[src/rtl/fpa_accumulator.sv]
// rtl/fpa_accumulator.sv - run-length float accumulator sequencing a combinational fpu adder
module fpa_accumulator #(
   parameter int COUNT_W = 8
) (
   input  logic               clk,
   input  logic               rst,
   input  logic               start,
   input  logic [COUNT_W-1:0] len,
   input  logic               in_valid,
   output logic               in_ready,
   input  logic [31:0]        in_data,
   output logic [31:0]        fpu_a,
   output logic [31:0]        fpu_b,
   input  logic [31:0]        fpu_sum,
   input  logic               fpu_ovf,
   output logic               out_valid,
   input  logic               out_ready,
   output logic [31:0]        out_sum,
   output logic               out_ovf,
   output logic               busy
);

   typedef enum logic [1:0] {IDLE, ACCUM, DONE} state_t;

   state_t             state, state_nxt;
   logic [31:0]        acc;
   logic [COUNT_W-1:0] cnt, len_q, cnt_inc;
   logic               ovf_q;
   logic               accept;

   assign cnt_inc = cnt + {{(COUNT_W-1){1'b0}}, 1'b1};
   assign accept  = (state == ACCUM) && in_valid;

   always_ff @(posedge clk or posedge rst) begin
      if (rst) begin
         state <= IDLE;
         acc   <= '0;
         cnt   <= '0;
         len_q <= '0;
         ovf_q <= 1'b0;
      end else begin
         state <= state_nxt;
         if (state == IDLE && start) begin
            len_q <= len;
            acc   <= '0;
            cnt   <= '0;
            ovf_q <= 1'b0;
         end else if (accept) begin
            // after an overflow the sum is pinned at zero; samples keep draining
            acc   <= ovf_q ? 32'h0 : fpu_sum;
            ovf_q <= ovf_q | fpu_ovf;
            cnt   <= cnt_inc;
         end
      end
   end

   always_comb begin
      state_nxt = state;
      in_ready  = 1'b0;
      out_valid = 1'b0;
      busy      = 1'b1;
      fpu_b     = 32'h0;
      case (state)
         IDLE: begin
            busy = 1'b0;
            if (start)
               state_nxt = (len == '0) ? DONE : ACCUM;
         end
         ACCUM: begin
            in_ready = 1'b1;
            fpu_b    = in_data;
            if (in_valid && cnt_inc == len_q)
               state_nxt = DONE;
         end
         DONE: begin
            out_valid = 1'b1;
            if (out_ready)
               state_nxt = IDLE;
         end
         default: state_nxt = IDLE;
      endcase
   end

   assign fpu_a   = acc;
   assign out_sum = (state == DONE) ? acc : 32'h0;
   assign out_ovf = (state == DONE) ? ovf_q : 1'b0;

endmodule

[config.mk]
export PLATFORM = sky130hd
export DESIGN_NAME = fpa_accumulator
export DESIGN_NICKNAME = d
export VERILOG_FILES = /design/src/rtl/fpa_accumulator.sv
export SDC_FILE = /design/constraint.sdc
export NUM_CORES = 1
export LEC_CHECK = 0
export CAP_MARGIN = 20
export CORE_MARGIN = 5
export CORE_UTILIZATION = 36
export CTS_CLUSTER_DIAMETER = 50
export DETAILED_ROUTE_END_ITERATION = 8
export PLACE_DENSITY_LB_ADDON = 0.08
export SLEW_MARGIN = 30
export SYNTH_ARGS = -nofsm -noshare
export SYNTH_HDL_FRONTEND = slang
export SYNTH_SLANG_ARGS = --single-unit
export TNS_END_PERCENT = 50
[constraint.sdc]
create_clock -name clk -period 1.9 [get_ports clk]
set_input_delay 0.57 -clock clk [delete_from_list [all_inputs] [get_ports clk]]
set_output_delay 0.57 -clock clk [all_outputs]
set_load 0.005 [all_outputs]
==> flow_metrics.env, run 1 <==
export IMPL_p_int_mw=3.09
export IMPL_seq_area_frac_synth_pct=47.9
export IMPL_synth_nets=338
export IMPL_globalRouteTotalUtil_pct=19.2
export IMPL_crit_start="state[1]"
export IMPL_slew_violations=0
export IMPL_worstReg2RegEnd="fpu_a[2]"
export IMPL_final_net_count=530
export IMPL_fin_hold_ws_ns=0.504
export IMPL_timing_reg2reg_setup_slack_ns=0.08
export IMPL_pin_count_of_the_biggest_net_entering_global_routing=52
export IMPL_worst_ep_arrival_time_ns=1.45
export IMPL_power_switching_share_pct=30.9
export IMPL_die_width_um=96
export IMPL_yosys_register_bits=51
export IMPL_timing_reg2reg_worst_path_depth=7
export IMPL_setup_repair_after_global_routing_missed_its_margin="true"
export IMPL_cp_data_required_time_ns=1.33
export IMPL_number_of_setup_violations_in_the_final_report=65
export IMPL_timing_setup_critical_path_class="reg2out"
export IMPL_rows=31
export IMPL_clock_sink_count=51
export IMPL_async_reset_ff_share_pct=100
export IMPL_pre_cts_ws_ns=-0.344
export IMPL_cts_buffers_inserted=5
export IMPL_muxShareOfSynthArea_pct=2.96
export IMPL_final_worst_path_cycle_share_pct=107
export IMPL_clk_pin_slew_ns=0.09
export IMPL_most_common_layout_cells="clkdlybuf4s50_1 (109), dfrtp_1 (50), and2_1 (42), a22o_1 (33), buf_6 (32)"
export IMPL_grt_first_pass_wirelength_mm=13.8
export IMPL_fmaxAchievable_mhz=494
export IMPL_antenna_cells_inserted=0
export IMPL_power_combinational_fraction_pct=44.6
export IMPL_hold_violations=0
export IMPL_synth_compound_area_share_pct=18.0
export IMPL_route_final_wire_length_mm=9.26
export IMPL_gp_congestion=0.748
export IMPL_synth_yosys_warnings=0
export IMPL_syn_area_um2=2660
export IMPL_dpl_cell_count=530
export IMPL_via_per_inst=4.88
export IMPL_final_cells=551
export IMPL_tritoncts="built"
export IMPL_total_i_o_pin_count=178
export IMPL_power_density_nw_per_um2=917
export IMPL_ant_nets=0
export IMPL_outcome="finished, violations left"
export IMPL_clock_latency_ns=0.30
export IMPL_area_growth_pct=83.1
export IMPL_synth_adder_area_share_pct=0.470
export IMPL_clkPwrFrac_pct=19.8
export IMPL_synthSimpleGateAreaFrac_pct=22.3
export IMPL_place_detailed_hpwl_mm=7.01
export IMPL_fin_worst_skew_ns=0.00575
export IMPL_drt_first_iter_violations=59
export IMPL_syn_inst=259
export IMPL_initial_antenna_violation_count=0
export IMPL_drc=0
export IMPL_maxCapViolations=0
export IMPL_whs_path_depth=1
export IMPL_p_leak_nw=2.22
export IMPL_power_net_switching_mw=1.38
export IMPL_filler_cell_count=577
export IMPL_fin_util_pct=67.6
export IMPL_fp_dieH_um=96
export IMPL_io_buffer_count=177
export IMPL_hold_path_class="reg2reg"
export IMPL_detailedRoute_firstPassIterationCount=4
export IMPL_route_detailed_wl_per_inst_um=16.8
export IMPL_commonest_non_fill_non_tap_cell_in_the_layout="clkdlybuf4s50_1"
export IMPL_worst_slew_pin_transition_ns=0.619
export IMPL_via_count=2688
export IMPL_slew_headroom_pct=58.6
export IMPL_startpoint_type="flop"
export IMPL_critical_path_peak_fanout=6
export IMPL_first_global_vias=2718
export IMPL_drive_gt1_share_pct=31.9
export IMPL_rr_startpoint="state[0]"
export IMPL_synth_top_flop_cell="dfrtp_1"
export IMPL_violations_in_the_final_reports="setup timing"
export IMPL_synth_edf_count=0
export IMPL_sequentialPowerShare_pct=35.6
export IMPL_cts_root_buf="clkbuf_8"
export IMPL_synth_top_family_by_area="simple AND/OR/NAND/NOR gates"
export IMPL_grt_overflow_total=0
export IMPL_postSynthAreaPerCell_um2=10.3
export IMPL_period_minus_slack_ns=2.02
export IMPL_end_kind="primary output"
export IMPL_dieArea_um2=9220
export IMPL_netlist_cell_type_count=38
export IMPL_fp_coreArea_um2=7210
export IMPL_critical_path_endpoint="out_sum[31]"
export IMPL_worst_ir_drop_vdd_mv=0.494
export IMPL_cts_root_to_sink_buffers=2
export IMPL_initial_standard_cell_utilization_of_the_core_pct=36.9
export IMPL_fin_ws_ns=-0.124
export IMPL_synth_xor_xnor_area_share_pct=3.62
export IMPL_h_tree_depth=2
## critical path, stage by stage (launching register included)
cell and delay, ns:
dfrtp_1 0.40, nor2b_4 0.14, buf_12 0.13, buf_8 0.12, buf_6 0.11, and2_4 0.14, buf_6 0.11
## routing by layer
metal	track usage [%]	vias to the layer above	wire, um
li1	-	1278	-
met1	22.1	1292	3460
met2	35.4	114	4950
met3	6.25	4	806
met4	2.01	0	51
met5	0	-	0
## flip-flops by register name (all words and copies together), names as in the netlist
register,cells
len_q,8
fpu_a,32
cnt,8
ovf_q,1
state,2
## synth_stat cells (2+ instances only)
cell,instances,area [um^2]
xnor2_1,8,70.1
a21oi_1,3,15.0
clkbuf_1,9,33.8
xor2_1,3,26.3
dfrtp_1,51,1280
o21ai_0,8,40.0
o31ai_1,4,30.0
a31oi_1,2,12.5
a211o_1,2,17.5
nand2_1,7,26.3
inv_1,5,18.8
buf_6,2,22.5
and2_1,67,419
nor2b_1,3,18.8
buf_2,8,40.0
mux2_2,7,78.8
nand4_1,2,12.5
nand3_1,6,30.0
o21ai_1,2,10.0
nor2_1,9,33.8
a22o_1,33,289
nor4_1,2,12.5
## layout make-up
cell class | count | area, um^2 | share of cell area, %
clock buffer | 6 | 72.6 | 1.49
clock inverter | 2 | 60.1 | 1.23
inverter | 6 | 30.0 | 0.616
multi-input combinational | 182 | 1350 | 27.8
sequential | 51 | 1280 | 26.2
tap | 99 | 124 | 2.54
timing repair buffer | 205 | 1960 | 40.1
## power groups by stage
stage | Combinational (mW) | Clock (mW) | Sequential [mW]
after floorplan | 0.908 | 0 | 1.56
after global placement | 1.80 | 0 | 1.59
after detailed placement | 1.85 | 0 | 1.60
after CTS | 2.00 | 0.898 | 1.59
after global routing | 2.16 | 0.940 | 1.64
final | 1.99 | 0.886 | 1.59
## per-stage QoR
| step | cell area (um^2) | setup TNS, ns | power, mW |
|---|---|---|---|
| 2_1_floorplan | 2660 | 0 | 2.47 |
| 4_1_cts | 4940 | -6.13 | 4.49 |
| 3_5_place_dp | 4630 | -17.24 | 3.46 |
| 3_3_place_gp | 4610 | -25.83 | 3.39 |
| 6_report | 4870 | -3.62 | 4.47 |
| 5_1_grt | 4870 | -8.03 | 4.74 |
## repair_timing
item,CTS,global route
hold endpoints to repair,0,0
pin swaps,16,12
cloned,7,0
setup buffers,7,0
resized for setup,291,33
setup endpoints to repair,68,88
hold buffers,0,0
## worst min-delay path by stage
stage | from | endpoint | slack, ns
after global placement | cnt[7] | cnt[7] | 0.49
after floorplan | cnt[7] | cnt[7] | 0.47
after detailed placement | cnt[7] | cnt[7] | 0.49
final | cnt[7] | cnt[7] | 0.50
after global routing | cnt[7] | cnt[7] | 0.55
after CTS | cnt[7] | cnt[7] | 0.51
## cell families after synthesis
group	count (synthesis)
AND/OR/NAND/NOR	102
AO/OA/AOI/OAI	61
multiplexers	7
XOR/XNOR	11
flip-flops	51
adder cells (fa/ha/maj)	1
buffers and inverters	26
(Power assumes the default switching activity.)
==> run 2, diff against run 1 <==
--- a/config.mk
+++ b/config.mk
@@ -15,4 +15,4 @@
 export SYNTH_ARGS = -nofsm -noshare
 export SYNTH_HDL_FRONTEND = slang
 export SYNTH_SLANG_ARGS = --single-unit
-export TNS_END_PERCENT = 50
+export TNS_END_PERCENT = 5
==> run 2 against run 1 <==
The flow still finishes with violations (setup timing). Via count up 0.22%. Sequential share of layout area down 0.23 points. Final cell count unchanged. Maximum frequency down 0.16%. Core utilization up 0.61 points. Sequential power about the same.
==> flow_metrics.env, run 2 (same netlist as run 1, synthesis figures left out) <==
export IMPL_outcome="finished, violations left"
export IMPL_violations_in_the_final_reports="setup timing"
export IMPL_clock_sink_count=51
export IMPL_via_count=2694
export IMPL_grt_overflow_total=0
export IMPL_ant_nets=0
export IMPL_tritoncts="built"
export IMPL_p_leak_nw=2.24
export IMPL_filler_cell_count=570
export IMPL_layout_area_seq_um2=1280
export IMPL_fp_dieH_um=96
export IMPL_drive_gt1_share_pct=33.0
export IMPL_initial_antenna_violation_count=0
export IMPL_clkPwrFrac_pct=19.7
export IMPL_slew_headroom_pct=57.4
export IMPL_commonest_non_fill_non_tap_cell_in_the_layout="clkdlybuf4s50_1"
export IMPL_sequentialPowerShare_pct=35.5
export IMPL_grt_first_pass_wirelength_mm=13.7
export IMPL_setup_repair_after_global_routing_missed_its_margin="true"
export IMPL_worst_ir_drop_vdd_mv=0.515
export IMPL_dieArea_um2=9220
export IMPL_end_kind="primary output"
export IMPL_p_int_mw=3.11
export IMPL_route_detailed_wl_per_inst_um=16.9
export IMPL_slew_violations=0
export IMPL_via_per_inst=4.89
export IMPL_gp_congestion=0.748
export IMPL_hold_violations=0
export IMPL_finalInstanceArea_um2=4920
export IMPL_final_worst_path_cycle_share_pct=107
export IMPL_fin_util_pct=68.2
export IMPL_power_net_switching_mw=1.38
export IMPL_fin_ws_ns=-0.127
export IMPL_initial_standard_cell_utilization_of_the_core_pct=36.9
export IMPL_startpoint_type="flop"
export IMPL_power_density_nw_per_um2=913
export IMPL_cts_root_to_sink_buffers=2
export IMPL_die_width_um=96
export IMPL_cts_root_buf="clkbuf_8"
export IMPL_worst_ep_arrival_time_ns=1.46
export IMPL_cts_hold_fix_buffers=0
export IMPL_route_final_wire_length_mm=9.32
export IMPL_globalRouteTotalUtil_pct=19.0
export IMPL_drc=0
export IMPL_hold_path_class="reg2reg"
export IMPL_place_detailed_hpwl_mm=7.01
export IMPL_fmaxAchievable_mhz=493
export IMPL_most_common_layout_cells="clkdlybuf4s50_1 (109), dfrtp_1 (50), buf_6 (40), and2_1 (37), a22o_1 (33)"
export IMPL_final_net_count=530
export IMPL_fp_coreArea_um2=7210
export IMPL_timing_reg2reg_worst_path_depth=7
export IMPL_detailedRoute_firstPassIterationCount=4
export IMPL_worstReg2RegEnd="fpu_a[2]"
export IMPL_io_buffer_count=177
export IMPL_power_combinational_fraction_pct=44.8
export IMPL_post_route_total_power_mw=4.49
export IMPL_power_switching_share_pct=30.8
export IMPL_cts_buffers_inserted=5
export IMPL_clk_pin_slew_ns=0.09
export IMPL_timing_setup_critical_path_class="reg2out"
export IMPL_worst_slew_pin_transition_ns=0.638
export IMPL_critical_path_endpoint="out_sum[31]"
export IMPL_drt_first_iter_violations=39
export IMPL_rr_startpoint="state[0]"
export IMPL_area_growth_pct=84.7
export IMPL_h_tree_depth=2
export IMPL_clock_latency_ns=0.30
export IMPL_fin_worst_skew_ns=0.00411
export IMPL_number_of_setup_violations_in_the_final_report=65
export IMPL_antenna_cells_inserted=0
export IMPL_rows=31
export IMPL_largest_register_ffs=32
export IMPL_pin_count_of_the_biggest_net_entering_global_routing=52
export IMPL_maxCapViolations=0
export IMPL_total_i_o_pin_count=178
export IMPL_period_minus_slack_ns=2.03
export IMPL_first_global_vias=2674
export IMPL_cp_data_required_time_ns=1.33
export IMPL_postPlaceCellArea_um2=4630
export IMPL_critical_path_peak_fanout=6
export IMPL_timing_reg2reg_setup_slack_ns=0.08
export IMPL_multi_input_comb_area_um2=1370
export IMPL_fin_hold_ws_ns=0.504
export IMPL_crit_start="state[1]"
## run 2: cell type report
| type | count | area share, % |
|---|---|---|
| tap | 99 | 2.52 |
| clock buffer | 6 | 1.48 |
| multi-input combinational | 182 | 27.8 |
| sequential | 51 | 26.0 |
| timing repair buffer | 205 | 40.4 |
| clock inverter | 2 | 1.22 |
| inverter | 6 | 0.611 |
## run 2: critical path, cell delays in order, from the launching register on
cell and delay (ns):
dfrtp_1 0.40, nor2b_4 0.14, buf_12 0.13, buf_8 0.12, buf_6 0.11, and2_4 0.14
buf_6 0.11
## run 2: through the flow
| stage | worst slack (ns) | setup TNS [ns] | cells |
|---|---|---|---|
| CTS | -0.145 | -5.77 | 551 |
| global placement | -0.449 | -25.83 | 529 |
| global route | -0.184 | -7.43 | 551 |
| floorplan | 0.100 | 0 | 259 |
| detailed placement | -0.344 | -17.24 | 530 |
| finish | -0.127 | -3.46 | 551 |
## run 2: timing repair
action,4_1_cts,5_1_grt
pin swaps,20,28
buffers inserted,7,0
setup endpoints to repair,68,88
resized for setup,278,61
gates cloned,6,0
## run 2: how the worst min path moves through the flow
stage	startpoint	to	slack (ns)	cells after the start
3_5_place_dp	cnt[7]	cnt[7]	0.49	1
2_1_floorplan	cnt[7]	cnt[7]	0.47	1
3_3_place_gp	cnt[7]	cnt[7]	0.49	1
5_1_grt	cnt[7]	cnt[7]	0.55	1
4_1_cts	cnt[7]	cnt[7]	0.51	1
6_report	cnt[7]	cnt[7]	0.50	1
## run 2: metal layers
| metal | part of all wire (%) | up-vias | GRT usage [%] | wire, um |
|---|---|---|---|---|
| li1 | - | 1283 | - | - |
| met1 | 37 | 1301 | 22.1 | 3440 |
| met2 | 54 | 106 | 35.3 | 5060 |
| met3 | 8.3 | 4 | 5.86 | 775 |
| met4 | 0.54 | 0 | 2.01 | 50 |
| met5 | 0 | - | 0 | 0 |
## run 2: power by group through the flow
stage	Clock, mW	Sequential, mW	Combinational, mW
after floorplan	0	1.56	0.908
after global placement	0	1.59	1.80
after detailed placement	0	1.60	1.85
after CTS	0.898	1.59	1.92
after global routing	0.938	1.64	2.18
final	0.885	1.59	2.01
==> run 3, diff against run 2 <==
--- a/config.mk
+++ b/config.mk
@@ -6,7 +6,7 @@
 export NUM_CORES = 1
 export LEC_CHECK = 0
 export CAP_MARGIN = 20
-export CORE_MARGIN = 5
+export CORE_MARGIN = 2
 export CORE_UTILIZATION = 36
 export CTS_CLUSTER_DIAMETER = 50
 export DETAILED_ROUTE_END_ITERATION = 8
==> run 3 against run 2 <==
The run still ends with setup timing left. Combinational power decreased by 2%. Worst setup slack better by 0.044 ns. Wire length decreased by 7.9%. Count of clock-buffer cells in the layout is 1 lower. Power fell by 3.1%. Core utilization decreased by 1.2 points. Die area down 12%. Hold slack improved by 0.018 ns. Final cell count grew 0.54%. Via count rose by 0.93%. Global-route usage grew 2.0 points. Critical path type unchanged. Largest cell class unchanged.
==> flow_metrics.env, run 3 (same netlist as run 1, synthesis figures left out) <==
export IMPL_cts_root_to_sink_buffers=2
export IMPL_violations_in_the_final_reports="setup timing"
export IMPL_worst_slew_pin_transition_ns=0.622
export IMPL_power_density_nw_per_um2=900
export IMPL_cts_hold_fix_buffers=0
export IMPL_largest_register_ffs=32
export IMPL_holdCritStartpoint="cnt[7]"
export IMPL_route_final_wire_length_mm=8.59
export IMPL_fin_util_pct=67.0
export IMPL_route_detailed_wl_per_inst_um=15.5
export IMPL_drc=0
export IMPL_final_net_count=533
export IMPL_cp_slowest_stage_delay_ns=0.45
export IMPL_worst_ir_drop_vdd_mv=0.509
export IMPL_io_buffer_count=177
export IMPL_grt_overflow_total=0
export IMPL_rr_startpoint="cnt[0]"
export IMPL_initial_antenna_violation_count=0
export IMPL_place_detailed_hpwl_mm=6.60
export IMPL_cp_data_required_time_ns=1.33
export IMPL_fp_coreArea_um2=7210
export IMPL_timing_reg2reg_worst_path_depth=6
export IMPL_slew_headroom_pct=58.4
export IMPL_gp_congestion=0.820
export IMPL_via_count=2719
export IMPL_total_i_o_pin_count=178
export IMPL_die_width_um=90
export IMPL_filler_cell_count=595
export IMPL_commonest_non_fill_non_tap_cell_in_the_layout="clkdlybuf4s50_1"
export IMPL_startpoint_type="flop"
export IMPL_drive_gt1_share_pct=32.7
export IMPL_slew_violations=0
export IMPL_clk_pin_slew_ns=0.10
export IMPL_globalRouteTotalUtil_pct=21.0
export IMPL_outcome="finished, violations left"
export IMPL_drt_first_iter_violations=118
export IMPL_first_global_vias=2863
export IMPL_worstPathCellList="nand2b_4 -> inv_6 -> buf_12 -> clkbuf_16 -> and2_1 -> buf_2"
export IMPL_antenna_cells_inserted=0
export IMPL_setup_repair_after_global_routing_missed_its_margin="true"
export IMPL_fin_worst_skew_ns=0.00932
export IMPL_fin_ws_ns=-0.0832
export IMPL_dieArea_um2=8100
export IMPL_pre_cts_ws_ns=-0.352
export IMPL_detailedRoute_firstPassIterationCount=4
export IMPL_timing_setup_critical_path_class="reg2out"
export IMPL_via_per_inst=4.91
export IMPL_hold_violations=0
export IMPL_worstReg2RegEnd="state[1]"
export IMPL_clock_sink_count=51
export IMPL_ant_nets=0
export IMPL_grt_first_pass_wirelength_mm=14.0
export IMPL_clock_latency_ns=0.30
export IMPL_fmaxAchievable_mhz=504
export IMPL_final_worst_path_cycle_share_pct=104
export IMPL_most_common_layout_cells="clkdlybuf4s50_1 (109), dfrtp_1 (50), and2_1 (41), buf_2 (38), buf_6 (36)"
export IMPL_post_route_total_power_mw=4.35
export IMPL_hold_path_class="reg2reg"
export IMPL_fp_dieH_um=90
export IMPL_h_tree_depth=2
export IMPL_timing_reg2reg_setup_slack_ns=0.08
export IMPL_critical_path_peak_fanout=7
export IMPL_area_growth_pct=81.5
export IMPL_p_leak_nw=2.23
export IMPL_maxCapViolations=0
export IMPL_tritoncts="built"
export IMPL_initial_standard_cell_utilization_of_the_core_pct=36.9
export IMPL_whs_path_depth=1
export IMPL_hold_path_end="cnt[7]"
export IMPL_crit_slowest_cell="dfrtp_2"
export IMPL_cts_root_buf="clkbuf_8"
export IMPL_rows=31
export IMPL_fin_hold_ws_ns=0.522
export IMPL_number_of_setup_violations_in_the_final_report=52
export IMPL_worst_ep_arrival_time_ns=1.41
export IMPL_end_kind="primary output"
export IMPL_tns_ns=-2.19
export IMPL_cts_buffers_inserted=5
export IMPL_period_minus_slack_ns=1.98
export IMPL_pin_count_of_the_biggest_net_entering_global_routing=52
run 3: cell types whose count changed in the layout (fill, tap and decap cells not counted), moves of 2 or more:
| cell | delta |
|---|---|
| clkbuf_2 | -15 |
| buf_6 | -4 |
| inv_6 | +2 |
| buf_12 | -2 |
| buf_2 | +19 |
| buf_4 | +6 |
| buf_16 | -2 |
| and2_4 | -4 |
| and2_1 | +4 |
run 3: worst max-delay path: cells and delay by family (launching register included):
| family | cells | cell delay, ns |
|---|---|---|
| flops | 1 | 0.45 |
| simple gates | 2 | 0.23 |
| buf+inv | 4 | 0.43 |
run 3: repair_timing:
action                                  CTS  global route
gates cloned                              3             1
resized for setup                       256            84
hold endpoints to repair                  0             0
setup buffers                             5             3
pin swaps                                20            17
endpoints found under the setup margin   68            69
run 3: through the flow:
| stage | area, um^2 | std cells |
|---|---|---|
| after floorplan | 2660 | 259 |
| after global placement | 4650 | 536 |
| after global routing | 4830 | 554 |
| after CTS | 4670 | 553 |
| after detailed placement | 4670 | 537 |
| final | 4830 | 554 |
run 3: layout make-up:
type,instances,area [um^2],area share (%)
clock inverters,3,46.3,0.958
multi-input cells,182,1360,28.1
well taps,99,124,2.56
flip-flops and latches,51,1280,26.4
clock buffers,5,68.8,1.42
inverters,6,27.5,0.570
repair buffers,208,1930,40.0
run 3: routing by layer:
| layer | up-vias | track usage [%] | wire length [um] |
|---|---|---|---|
| met5 | - | 0 | 0 |
| met4 | 0 | 4.36 | 135 |
| met3 | 10 | 4.78 | 538 |
| met2 | 124 | 40.0 | 4520 |
| met1 | 1296 | 23.8 | 3400 |
| li1 | 1289 | - | - |
run 3: worst max path at each step:
stage / to / cells after the start / slack (ns) / startpoint
2_1_floorplan: cnt[0] / 1 / 0.10 / rst
5_1_grt: fpu_b[3] / 6 / -0.14 / state[1]
6_report: fpu_b[8] / 6 / -0.08 / state[0]
3_3_place_gp: cnt[5] / 4 / -0.46 / in_valid
3_5_place_dp: fpu_b[10] / 3 / -0.35 / in_data[10]
4_1_cts: out_sum[12] / 6 / -0.23 / state[1]
run 3: where the power goes:
part / switching (mW) / internal [mW] / total [mW]
sequential: 0.236 / 1.35 / 1.59
combinational: 0.768 / 1.20 / 1.97
clock: 0.392 / 0.397 / 0.790
total: 1.40 / 2.95 / 4.35
